===== config.mk =====
export PLATFORM = sky130hd
export DESIGN_NAME = nn_selftest_engine
export DESIGN_NICKNAME = d
export VERILOG_FILES = /design/src/rtl/nn_selftest_engine_pkg.sv /design/src/rtl/nn_selftest_engine_skid_fifo.sv /design/src/rtl/nn_selftest_engine.sv
export SDC_FILE = /design/constraint.sdc
export NUM_CORES = 1
export LEC_CHECK = 0
export BUFFER_PORTS_ARGS = -buffer_cell sky130_fd_sc_hd__buf_2
export CAP_MARGIN = 10
export CORE_ASPECT_RATIO = 1.25
export CORE_UTILIZATION = 52
export CTS_BUF_LIST = sky130_fd_sc_hd__clkbuf_8
export DETAILED_ROUTE_END_ITERATION = 16
export GPL_TIMING_DRIVEN = 0
export HOLD_SLACK_MARGIN = 0.06
export PLACE_DENSITY_LB_ADDON = 0.08
export RECOVER_POWER = 50
export SYNTH_ARGS = -nofsm -noshare
export SYNTH_HDL_FRONTEND = slang
export SYNTH_SLANG_ARGS = --single-unit

===== constraint.sdc =====
create_clock -name s_axi_aclk -period 2.6 [get_ports s_axi_aclk]
set_input_delay 0.13 -clock s_axi_aclk [delete_from_list [all_inputs] [get_ports s_axi_aclk]]
set_output_delay 0.13 -clock s_axi_aclk [all_outputs]
set_load 0.01 [all_outputs]

===== src/rtl/nn_selftest_engine_pkg.sv =====
// Shared definitions for the zyNet self-test engine: FSM encoding, default
// result register address and small width/arithmetic helpers.
package nn_selftest_engine_pkg;

    typedef enum logic [2:0] {
        ST_IDLE,
        ST_STREAM,
        ST_WAIT_INT,
        ST_AR,
        ST_R,
        ST_CHECK,
        ST_DONE
    } state_t;

    localparam logic [31:0] RESULT_ADDR_DEFAULT = 32'h8;

    // Bits needed to index n items, never less than 1 so ports stay legal.
    function automatic int clog2w(input int n);
        int w;
        w = 0;
        while ((1 << w) < n) begin
            w++;
        end
        return (w < 1) ? 1 : w;
    endfunction

    function automatic logic [15:0] sat_inc(input logic [15:0] v);
        return (v == 16'hFFFF) ? v : v + 16'd1;
    endfunction

endpackage


===== src/rtl/nn_selftest_engine_skid_fifo.sv =====
// Two-entry FIFO between the image BRAM and the AXI-Stream master; holds
// reads that are already in flight when the consumer stalls.
module nn_axis_skid_fifo #(
    parameter int DATA_W = 16
) (
    input  logic              clk,
    input  logic              rst_n,
    input  logic              push,
    input  logic [DATA_W-1:0] push_data,
    input  logic              pop,
    output logic [DATA_W-1:0] head_data,
    output logic              head_valid,
    output logic [1:0]        count
);

    logic [DATA_W-1:0] mem [2];
    logic              wr_ptr;
    logic              rd_ptr;

    always_ff @(posedge clk or negedge rst_n) begin
        if (!rst_n) begin
            mem[0] <= '0;
            mem[1] <= '0;
            wr_ptr <= 1'b0;
            rd_ptr <= 1'b0;
            count  <= 2'd0;
        end else begin
            if (push) begin
                mem[wr_ptr] <= push_data;
            end
            wr_ptr <= wr_ptr ^ push;
            rd_ptr <= rd_ptr ^ pop;
            count  <= count + {1'b0, push} - {1'b0, pop};
        end
    end

    assign head_data  = mem[rd_ptr];
    assign head_valid = (count != 2'd0);

endmodule


===== src/rtl/nn_selftest_engine.sv =====
// Self-test sequencer: streams stored images into zyNet, reads back the
// detected class after each interrupt and tallies right/wrong answers.
module nn_selftest_engine
    import nn_selftest_engine_pkg::*;
#(
    parameter int          DATA_W      = 16,
    parameter int          IMG_LEN     = 784,
    parameter int          NUM_SAMPLES = 100,
    parameter int          LABEL_W     = 8,
    parameter logic [31:0] RESULT_ADDR = RESULT_ADDR_DEFAULT,
    parameter int          TIMEOUT_CYC = 65536,
    parameter int          ADDR_W      = clog2w(IMG_LEN * NUM_SAMPLES),
    parameter int          LBL_AW      = clog2w(NUM_SAMPLES)
) (
    input  logic               s_axi_aclk,
    input  logic               s_axi_aresetn,
    input  logic               start,
    output logic               busy,
    output logic               done,
    output logic [ADDR_W-1:0]  img_addr,
    output logic               img_rd,
    input  logic [DATA_W-1:0]  img_data,
    output logic [LBL_AW-1:0]  lbl_addr,
    input  logic [LABEL_W-1:0] lbl_data,
    output logic [DATA_W-1:0]  m_axis_tdata,
    output logic               m_axis_tvalid,
    input  logic               m_axis_tready,
    input  logic               intr,
    output logic [31:0]        m_axi_araddr,
    output logic               m_axi_arvalid,
    input  logic               m_axi_arready,
    input  logic [31:0]        m_axi_rdata,
    input  logic               m_axi_rvalid,
    output logic               m_axi_rready,
    output logic [15:0]        right_cnt,
    output logic [15:0]        wrong_cnt,
    output logic               timeout_err
);

    localparam int                IDX_W       = clog2w(IMG_LEN + 1);
    localparam logic [IDX_W-1:0]  LAST_IDX    = IDX_W'(IMG_LEN - 1);
    localparam logic [IDX_W-1:0]  IMG_LEN_I   = IDX_W'(IMG_LEN);
    localparam logic [ADDR_W-1:0] IMG_LEN_A   = ADDR_W'(IMG_LEN);
    localparam logic [LBL_AW-1:0] LAST_SAMPLE = LBL_AW'(NUM_SAMPLES - 1);

    state_t              state;
    state_t              state_next;
    logic [ADDR_W-1:0]   base;
    logic [IDX_W-1:0]    rd_idx;
    logic [IDX_W-1:0]    beat_idx;
    logic [LBL_AW-1:0]   sample;
    logic                rd_pend;
    logic                intr_q;
    logic                intr_pend;
    logic                timed_out;
    logic [31:0]         to_cnt;
    logic [LABEL_W-1:0]  rdata_q;
    logic [1:0]          fifo_count;
    logic [2:0]          occ_after;
    logic                intr_rise;
    logic                beat_fire;
    logic                last_beat;
    logic                timeout_hit;
    logic                unused_rdata_hi;

    assign unused_rdata_hi = ^m_axi_rdata[31:LABEL_W];

    nn_axis_skid_fifo #(
        .DATA_W(DATA_W)
    ) u_fifo (
        .clk       (s_axi_aclk),
        .rst_n     (s_axi_aresetn),
        .push      (rd_pend),
        .push_data (img_data),
        .pop       (beat_fire),
        .head_data (m_axis_tdata),
        .head_valid(m_axis_tvalid),
        .count     (fifo_count)
    );

    assign intr_rise   = intr & ~intr_q;
    assign beat_fire   = m_axis_tvalid & m_axis_tready;
    assign last_beat   = beat_fire && (beat_idx == LAST_IDX);
    assign timeout_hit = (TIMEOUT_CYC != 0) && (to_cnt == 32'(TIMEOUT_CYC - 1));

    // A read may only be issued if its data is guaranteed a FIFO slot once it lands.
    assign occ_after = {1'b0, fifo_count} + {2'b00, rd_pend} - {2'b00, beat_fire};
    assign img_rd    = (state == ST_STREAM) && (rd_idx < IMG_LEN_I) && (occ_after < 3'd2);
    assign img_addr  = base + ADDR_W'(rd_idx);

    assign busy          = (state != ST_IDLE) && (state != ST_DONE);
    assign done          = (state == ST_DONE);
    assign m_axi_arvalid = (state == ST_AR);
    assign m_axi_araddr  = (state == ST_AR) ? RESULT_ADDR : 32'd0;
    assign m_axi_rready  = (state == ST_R);
    assign lbl_addr      = sample;

    always_ff @(posedge s_axi_aclk or negedge s_axi_aresetn) begin
        if (!s_axi_aresetn) begin
            state <= ST_IDLE;
        end else begin
            state <= state_next;
        end
    end

    always_comb begin
        state_next = state;
        unique case (state)
            ST_IDLE:     if (start) state_next = ST_STREAM;
            ST_STREAM:   if (last_beat) state_next = ST_WAIT_INT;
            ST_WAIT_INT: begin
                if (intr_rise || intr_pend) begin
                    state_next = ST_AR;
                end else if (timeout_hit) begin
                    state_next = ST_CHECK;
                end
            end
            ST_AR:       if (m_axi_arready) state_next = ST_R;
            ST_R:        if (m_axi_rvalid) state_next = ST_CHECK;
            ST_CHECK:    state_next = (sample == LAST_SAMPLE) ? ST_DONE : ST_STREAM;
            ST_DONE:     state_next = ST_IDLE;
            default:     state_next = ST_IDLE;
        endcase
    end

    always_ff @(posedge s_axi_aclk or negedge s_axi_aresetn) begin
        if (!s_axi_aresetn) begin
            base        <= '0;
            rd_idx      <= '0;
            beat_idx    <= '0;
            sample      <= '0;
            rd_pend     <= 1'b0;
            intr_q      <= 1'b0;
            intr_pend   <= 1'b0;
            timed_out   <= 1'b0;
            to_cnt      <= '0;
            rdata_q     <= '0;
            right_cnt   <= '0;
            wrong_cnt   <= '0;
            timeout_err <= 1'b0;
        end else begin
            intr_q  <= intr;
            rd_pend <= img_rd;
            to_cnt  <= (state == ST_WAIT_INT) ? to_cnt + 32'd1 : 32'd0;
            if (img_rd) begin
                rd_idx <= rd_idx + IDX_W'(1);
            end
            if (beat_fire) begin
                beat_idx <= beat_idx + IDX_W'(1);
            end
            // An interrupt that beats the last pixel is remembered for WAIT_INT.
            if ((state == ST_STREAM) && intr_rise && ((beat_idx != '0) || beat_fire)) begin
                intr_pend <= 1'b1;
            end
            unique case (state)
                ST_IDLE: begin
                    if (start) begin
                        base        <= '0;
                        rd_idx      <= '0;
                        beat_idx    <= '0;
                        sample      <= '0;
                        intr_pend   <= 1'b0;
                        timed_out   <= 1'b0;
                        right_cnt   <= '0;
                        wrong_cnt   <= '0;
                        timeout_err <= 1'b0;
                    end
                end
                ST_WAIT_INT: begin
                    if (intr_rise || intr_pend) begin
                        intr_pend <= 1'b0;
                    end else if (timeout_hit) begin
                        timeout_err <= 1'b1;
                        timed_out   <= 1'b1;
                        wrong_cnt   <= sat_inc(wrong_cnt);
                    end
                end
                ST_R: begin
                    if (m_axi_rvalid) begin
                        rdata_q <= m_axi_rdata[LABEL_W-1:0];
                    end
                end
                ST_CHECK: begin
                    if (!timed_out) begin
                        if (rdata_q == lbl_data) begin
                            right_cnt <= sat_inc(right_cnt);
                        end else begin
                            wrong_cnt <= sat_inc(wrong_cnt);
                        end
                    end
                    timed_out <= 1'b0;
                    intr_pend <= 1'b0;
                    base      <= base + IMG_LEN_A;
                    rd_idx    <= '0;
                    beat_idx  <= '0;
                    sample    <= sample + LBL_AW'(1);
                end
                default: ;
            endcase
        end
    end

endmodule

== Word level (Yosys, flattened, before mapping) ==
Cells that the tools add are included.
Word-level totals
  register bits after elaboration: 160
  logic and storage cells: 136
  output and inout bits: 111
Cells by class
  bitwise operators: 7
  multiplexer cells: 46
  reductions and logical operators: 23
  magnitude comparators: 5
  eq/ne operators: 24
  add/sub/neg operators: 12
Operators by type and width (number)
  $mux W16: 13
  $pmux W16 S3: 1
  $mux W10: 4
  $pmux W10 S2: 2
  $pmux W17 S2: 1
  $add A16 B1 Y16 const B: 2
  $add A32 B1 Y32 const B: 1
  $bwmux W32: 1
  $eq A16 B16 Y1 const B: 2
  $eq A32 B16 Y1 const B: 1
  $mux W32: 1
  $pmux W16 S2: 1
  $mux W3: 7
  $add A10 B1 Y10 const B: 2
  $ne A2 B2 Y1 const B: 9
  $pmux W3 S6: 1
  $add A17 B10 Y17: 1
  $add A17 B10 Y17 const B: 1
  $mux W17: 1
  $demux W16 S1: 1
  $pmux W7 S2: 1
  $eq A10 B10 Y1 const B: 1
  $lt A10 B10 Y1 const B: 1
  $reduce_and A5 Y1: 2
  33 further kinds: 59

== Longest topological paths before layout ==
Gate-level depths: netlist of run 1.
  depth after elaboration: 8
  mapped depth: 14
  mapped depth without buffers: 14

== By module ==
A second synthesis of run 1 with hierarchy kept.
Unflattened totals
  cell total of the unflattened synthesis: 822
  area total of the unflattened synthesis: 8411.8 um^2
Modules (own cells, without submodules)
  nn_selftest_engine: instances 1, cells each 721, area each 6663.9 um^2
  nn_axis_skid_fifo: instances 1, cells each 101, area each 1747.9 um^2

== Worst setup path after synthesis of run 1 ==
OpenSTA, ideal clock, no wires.
  path kind: reg-to-reg
  from: register u_fifo.count[1]
  to: register rd_idx[5]
  cell stages (with the launch flop): 15
  period minus slack after synthesis: 2907 ps
  arrival: 2775 ps
  setup slack: -307 ps
  required time: 2468 ps
  path through: dfrtp_1 -> o21ai_1 -> inv_1 -> ha_1 -> inv_1 -> ha_1 -> inv_1 -> fa_1 -> xnor2_1 -> o2111ai_1 -> clkinv_1 -> and2_1 -> nand3_1 -> xor2_1 -> nor2_1
Between the ends
  longest elaborated chain between the ends: 8
Ends and longest elaborated chain
  start, declared: RTL line nn_selftest_engine_skid_fifo.sv:13  | output logic [1:0] count
  start signal, assigned: RTL line nn_selftest_engine_skid_fifo.sv:33  | count <= count + {1'b0, push} - {1'b0, pop};
  branches (longest 2 deep; another with $add A2 B1 Y3)
  $sub A3 B1 Y3 *: RTL line nn_selftest_engine.sv:87  | assign occ_after = {1'b0, fifo_count} + {2'b00, rd_pend} - {2'b00, beat_fire};
  $lt A3 B2 Y1 *: RTL line nn_selftest_engine.sv:88  | assign img_rd = (state == ST_STREAM) && (rd_idx < IMG_LEN_I) && (occ_after < 3'd2);
  $logic_and A1 B1 Y1 *: RTL line nn_selftest_engine.sv:88
  net img_rd: RTL line nn_selftest_engine.sv:21  | output logic img_rd,
  $mux W10 *: RTL line nn_selftest_engine.sv:145  | if (img_rd) begin
  $mux W10: RTL line nn_selftest_engine.sv:157  | if (start) begin
  $pmux W10 S2 *: RTL line nn_selftest_engine.sv:155  | unique case (state)
  end signal, assigned: RTL line nn_selftest_engine.sv:146  | rd_idx <= rd_idx + IDX_W'(1);
  end, declared: RTL line nn_selftest_engine.sv:49  | logic [IDX_W-1:0] rd_idx;
Mark *: on every way through the listed nets, which the timed path passes.
A chain may end at the register's enable or synchronous reset.

== Final worst setup path of run 1 ==
  from: register u_fifo.count[1]
  to: output img_rd
Between the ends
  longest elaborated chain between the ends: 5
Ends and longest elaborated chain (RTL line)
  branches (longest 2 deep; another with $add A2 B1 Y3)
  $sub A3 B1 Y3 *: nn_selftest_engine.sv:87
  $lt A3 B2 Y1 *: nn_selftest_engine.sv:88
  $logic_and A1 B1 Y1 *: nn_selftest_engine.sv:88
  end, declared: nn_selftest_engine.sv:21
Mark *: on every way between the ends.

==> results of run 1 <==
final cells by class:
type | instances | area, sq um
Tap cell | 212 | 265
Clock buffer | 18 | 248
Timing Repair Buffer | 178 | 1110
Multi-Input combinational cell | 627 | 4400
Sequential cell | 156 | 3910
Inverter | 21 | 80.1
Buffer | 69 | 408
Fill cell | 1308 | 5130
Clock inverter | 14 | 136
synthesized netlist by cell type (all sizes together), types with 3 or more instances:
| library cell | count |
|---|---|
| o41ai | 17 |
| o21ai | 41 |
| nor3 | 6 |
| and3 | 23 |
| nor3b | 3 |
| o22a | 3 |
| o31ai | 32 |
| a21oi | 21 |
| a31oi | 11 |
| and2 | 8 |
| inv | 20 |
| ha | 19 |
| o211ai | 4 |
| nand2b | 4 |
| a21o | 3 |
| xor2 | 48 |
| nor2b | 4 |
| nand2 | 57 |
| clkbuf | 33 |
| xnor2 | 21 |
| nand3 | 50 |
| or2 | 6 |
| nand4 | 18 |
| mux2 | 56 |
| nor2 | 93 |
| or3 | 7 |
| dfrtp | 156 |
| and4 | 4 |
| buf | 41 |
| nor4 | 14 |
metrics by stage:
stage / setup WS (ns) / util, %
final: -0.0129 / 67.3
after floorplan: 0.00914 / -
after detailed placement: -0.438 / 60.3
after CTS: -0.0115 / 66.2
after global placement: -1.26 / 60.0
after global routing: -0.125 / 67.3
layout by cell type, fill, tap and decap left out, types with 4 or more instances in the layout:
| master | netlist | layout |
|---|---|---|
| nor2b_1 | 4 | 4 |
| or3_1 | 6 | 6 |
| nand2_1 | 57 | 56 |
| o211ai_1 | 4 | 4 |
| ha_1 | 19 | 14 |
| and2_1 | 8 | 7 |
| and3_1 | 23 | 23 |
| a21oi_1 | 20 | 20 |
| clkbuf_1 | 33 | 55 |
| buf_4 | 33 | 62 |
| o41ai_1 | 11 | 8 |
| buf_6 | 2 | 6 |
| dfrtp_1 | 156 | 149 |
| nor2_1 | 93 | 92 |
| xnor2_1 | 21 | 19 |
| nand3_1 | 50 | 47 |
| ha_4 | 0 | 4 |
| o41ai_2 | 6 | 8 |
| nand4_1 | 17 | 17 |
| and4_1 | 4 | 4 |
| o21ai_0 | 39 | 37 |
| nor4_1 | 13 | 10 |
| clkbuf_8 | 0 | 18 |
| clkinv_4 | 0 | 4 |
| a31oi_1 | 11 | 11 |
| conb_1 | 1 | 32 |
| xor2_1 | 48 | 48 |
| buf_2 | 3 | 90 |
| nor3_1 | 6 | 6 |
| o31ai_1 | 32 | 31 |
| mux2_2 | 56 | 56 |
| nand2b_1 | 4 | 4 |
| inv_6 | 0 | 4 |
| dfrtp_2 | 0 | 7 |
| or2_2 | 5 | 5 |
| inv_1 | 20 | 17 |
| dlygate4sd3_1 | 0 | 28 |
per-layer routing:
metal  track usage, %  vias to the layer above  wire, microns
li1                 -                     3407              -
met1             30.9                     3291           8910
met2             38.9                      175           9400
met3             4.57                       22            796
met4             8.30                        0            316
met5                0                        -              0
state kept, by name, summed over array words and instances, names as in the netlist, 2 cells and up:
| signal | count |
|---|---|
| to_cnt | 32 |
| wrong_cnt | 16 |
| right_cnt | 16 |
| state | 3 |
| beat_idx | 10 |
| lbl_addr | 7 |
| rdata_q | 8 |
| u_fifo.mem | 32 |
| u_fifo.count | 2 |
| rd_idx | 10 |
| base | 13 |
worst max-delay path: cells and delay by family (launching register included):
family / cells / cell delay [ns]
AOI/OAI and AO/OA: 2 / 0.33
buffers and inverters: 5 / 0.37
xor gates and xnor gates: 1 / 0.19
adders and majority gates: 3 / 0.69
DFF: 1 / 0.44
what timing repair did:
item | CTS | global route
pin swaps | 6 | 11
hold buffers | 28 | 0
gates resized for setup | 23 | 33
endpoints found under the setup margin | 43 | 47
buffers inserted | 20 | 12
hold endpoints to repair | 115 | 0
cell families after synthesis:
logic type / synth area share (%)
simple gates: 18.0
flops: 46.3
compound gates: 11.7
buf+inv: 5.92
xor+xnor: 7.17
mux: 7.72
fa+ha+maj: 3.06
other cells: 0.0445
final timing paths:
kind	start	end	slack [ns]	depth (start not counted)
max in group asynchronous	s_axi_aresetn	base[5]	0.67	2
min reg2reg	timeout_err	timeout_err	0.50	2
max	u_fifo.count[1]	img_rd	-0.01	11
min in group asynchronous	s_axi_aresetn	right_cnt[7]	0.72	2
min	start	lbl_addr[1]	0.14	4
max reg2reg	u_fifo.count[1]	rd_idx[5]	0	15
power breakdown:
group	leakage (nW)	internal, mW	switching (mW)
clock network	0.192	0.802	0.976
registers	2.06	2.97	0.428
logic	2.67	1.62	1.86
total	4.92	5.40	3.26
==> flow_metrics.tcl, run 1 <==
set metrics [dict create \
    violations "max-capacitance violations, max-slew violations, negative setup slack" \
    die_area_sq_um 16700 \
    synth_top_area_cell "dfrtp_1" \
    cts_buffers 17 \
    p_leak_nw 4.92 \
    gp_congestion 0.853 \
    cts-root-to-sink-buffers 2 \
    synth_area_sq_um 8430 \
    vdd_drop_max_mv 0.677 \
    synth_edf_count 0 \
    antenna_left 0 \
    cts-root-buf "clkbuf_8" \
    post-route-period-util_pct 100 \
    clk_pin_slew_ns 0.09 \
    ys_seq_area_share_pct 46.3 \
    drt-initial-drc-count 274 \
    ys_seq_elements 156 \
    max-slew-margin-rel_pct -23.2 \
    synth_warnings 0 \
    start_util_pct 53.7 \
    clkSinkCount 156 \
    tns_ns -0.0129 \
    coreArea_sq_um 15700 \
    async_reset_ff_share_pct 100 \
    cp_cell_sequence "o21ai_4, inv_2, ha_4, inv_2, ha_4, inv_2, fa_2, xnor2_2, o2111ai_4, clkinv_2, buf_6" \
    final_area_sq_um 10600 \
    rows 51 \
    ys_types 57 \
    n_antenna_cell 0 \
    path_max_fanout 2 \
    hold_path.class "input port to register" \
    path_common_cell "inv_2" \
    syn_area_per_cell_sq_um 9.95 \
    hold_viol_final 0 \
    endpoint_kind "primary output" \
    start_kind "register" \
    critPathSlowestCell "dfrtp_2" \
    grt_util_all_layers_pct 23.6 \
    hold_slack_ns 0.136 \
    drv_slew 73 \
    synthCells 847 \
    drc 0 \
    routed_wl_mm 19.4 \
    setup-violations-final 1 \
    max_stage_delay_ns 0.44 \
    max_clock_freq_mhz 383 \
    wl_per_cell_microns 15.0 \
    period_minus_slack_ns 2.61 \
    rsz0062_at_grt "true" \
    grt_first_pass_wirelength_mm 30.8 \
    area_delta_synth_final_pct 25.3 \
    die_h_microns 144 \
    h-tree-depth 4 \
    status "finished with violations" \
    synthTopCellsByArea "dfrtp_1 (46%), mux2_2 (7.5%), xor2_1 (5.0%)" \
    port_buffers 118 \
    worstPathArrival_ns 2.48 \
    finalPower_mw 8.66 \
    overflow 0 \
    first_pass_iters 5 \
    vias 6895 \
    ios 174 \
    finalWorstSetupSlack_ns -0.0129 \
    grt_max_degree 85 \
    ys_dominant_reg_cell "dfrtp_1" \
    hpwl_mm 13.0 \
    cellPowerDensity_nw_per_um2 820 \
    worst_pin_slew_ns 1.85 \
    cts_tree "yes" \
    placed_area_sq_um 9460 \
    crit_required_ns 2.47 \
    fp.dieW_microns 116 \
    antenna_found_initial 0 \
    yosysTopAreaCellShare_pct 46.3 \
    critPathKind "register to primary output" \
    dp_cells 1209 \
    fin_skew_ns 0.0104 \
    cap_violations 1 \
    clock_latency_ns 0.46 \
    stdcell_count 1295 \
    nets 1153 \
    first_global_vias 6345 \
    drive_gt1_share_pct 28.3 \
    viasPerCell 5.32 \
]
Note: power is estimated with default switching activity, not from simulation.
==> run 2: changes to the inputs <==
Settings changed: REMOVE_ABC_BUFFERS set to 1.
==> flow_metrics.tcl, run 2 (same netlist as run 1, synthesis figures left out) <==
set metrics [dict create \
    status "finished with violations" \
    violations "max-capacitance violations, max-slew violations, negative setup slack" \
    hpwl_mm 13.0 \
    p_seq_share_pct 40.9 \
    hold_viol_final 0 \
    seq_area_sq_um 3910 \
    hold_path.class "input port to register" \
    setup-violations-final 3 \
    path_common_cell "or4_1" \
    gp_congestion 0.831 \
    final_common_cell "dfrtp_1" \
    final_cell_mix "dfrtp_1 (149), nor2_1 (90), buf_2 (81)" \
    wl_met3_microns 722 \
    cts-root-to-sink-buffers 2 \
    stdcell_count 1231 \
    vias 6867 \
    routed_wl_mm 19.9 \
    antenna_left 0 \
    drive_gt1_share_pct 26.2 \
    worst_pin_slew_ns 1.57 \
    n_antenna_cell 0 \
    worstPathArrival_ns 2.98 \
    first_global_vias 6624 \
    overflow 0 \
    endpoint_kind "register" \
    top_regs "to_cnt: 32 flops, u_fifo.mem: 32 flops" \
    crit_buf_inv 0 \
    drv_slew 63 \
    drc 0 \
    rows 51 \
    fp.dieW_microns 116 \
    cp_cell_sequence "or4_1, or4_1, a221oi_4, o31ai_2, o21a_1, a31o_2" \
    grt_first_pass_wirelength_mm 32.1 \
    clk_pin_slew_ns 0.08 \
    clock_latency_ns 0.45 \
    crit_required_ns 2.93 \
    placed_area_sq_um 9030 \
    ios 174 \
    finalWorstSetupSlack_ns -0.0482 \
    fillers 1344 \
    port_buffers 118 \
    final_area_sq_um 10200 \
    viasPerCell 5.58 \
    die_h_microns 144 \
    worstHoldStart "m_axis_tready" \
    clkSinkCount 156 \
    wl_per_cell_microns 16.1 \
    post-place-ws_ns -1.72 \
    max-slew-margin-rel_pct -4.82 \
    cap_violations 1 \
    start_util_pct 53.7 \
    max_stage_delay_ns 0.59 \
    dp_cells 1136 \
    path_delay_family "simple AND/OR/NAND/NOR gates" \
    die_area_sq_um 16700 \
    path_max_fanout 5 \
    intPower_mw 5.51 \
    critPathLaunch "beat_idx[4]" \
    multi_input_area_sq_um 4400 \
    start_kind "register" \
    coreArea_sq_um 15700 \
    top_layer_used "met4" \
    p_leak_nw 4.65 \
    h-tree-depth 4 \
    wl_met2_mm 10.4 \
    critPathKind "register to register" \
    nets 1089 \
    power_frac_clock_pct 22.0 \
    grt_util_all_layers_pct 24.6 \
    antenna_found_initial 0 \
    p_sw_mw 3.22 \
    rr_startpoint "beat_idx[4]" \
    cts-root-buf "clkbuf_8" \
    combPwrFrac_pct 37.1 \
    area_delta_synth_final_pct 20.9 \
    drt-initial-drc-count 439 \
    vdd_drop_max_mv 0.394 \
    fin_skew_ns 0.0129 \
    max_clock_freq_mhz 378 \
    period_minus_slack_ns 2.65 \
    drt-met1-wl_mm 8.39 \
    cts_buffers 17 \
    rsz0062_at_grt "true" \
    grt_max_degree 96 \
    finish.utilization_pct 64.9 \
    first_pass_iters 5 \
    post-route-period-util_pct 102 \
    cellPowerDensity_nw_per_um2 857 \
    critPathSlowestCell "or4_1" \
    cts_tree "yes" \
    p_sw_share_pct 36.9 \
]
-- run 2: changes by cell type in the layout (fill, tap and decap cells not counted), sizes merged --
cell and change:
buf -41, bufinv +2, clkbuf -22, clkinvlp +2, dlygate4sd3 -2, inv -4, or2 +1
-- run 2: layer usage --
metal,track usage [%],vias up
li1,-,3261
met1,30.6,3427
met2,42.3,153
met3,4.95,26
met4,8.37,0
met5,0,-
-- run 2: repair_timing --
item / 4_1_cts / 5_1_grt
pin swaps: 7 / 12
setup buffers: 22 / 15
resized for setup: 41 / 18
endpoints found under the hold margin: 102 / 0
hold buffers: 26 / 0
setup endpoints to repair: 62 / 46
gates cloned: 1 / 0
-- run 2: worst paths after layout --
path                                        to  slack [ns]  depth (start not counted)
worst max-delay path                  state[1]       -0.05                          6
worst min-delay path             u_fifo.rd_ptr        0.11                          4
worst max register to register        state[1]       -0.05                          6
worst min register to register   right_cnt[13]        0.50                          1
max in group asynchronous             state[2]        0.36                          3
min in group asynchronous       u_fifo.mem[21]        0.60                          2
-- run 2: layout make-up --
cell class                      count  share of cell area (%)
Tap cell                          212                    2.60
Clock buffer                       18                    2.43
Inverter                           21                   0.786
Sequential cell                   156                    38.4
Clock inverter                     14                    1.69
Timing Repair Buffer              182                    10.9
Multi-Input combinational cell    628                    43.2
-- run 2: through the flow --
| stage | hold WS (ns) | power, mW | setup TNS (ns) |
|---|---|---|---|
| 2_1_floorplan | -0.166 | 5.28 | -13.50 |
| 3_3_place_gp | 0.251 | 6.12 | -182.03 |
| 3_5_place_dp | 0.155 | 6.28 | -45.19 |
| 4_1_cts | 0.0675 | 8.63 | -0.0464 |
| 5_1_grt | 0.0971 | 9.27 | -2.24 |
| 6_report | 0.106 | 8.73 | -0.106 |
-- run 2: power groups by stage --
stage | clock network, mW | logic, mW | registers (mW)
finish | 1.92 | 3.24 | 3.57
global route | 2.06 | 3.55 | 3.66
CTS | 1.96 | 3.11 | 3.56
detailed placement | 0 | 2.70 | 3.58
global placement | 0 | 2.59 | 3.53
floorplan | 0 | 1.83 | 3.45
-- run 2: worst min-delay path, delay by kind of cell --
family          cells  cell delay (ns)
compound gates      1             0.06
buf+inv             2             0.26
xor+xnor            1             0.06
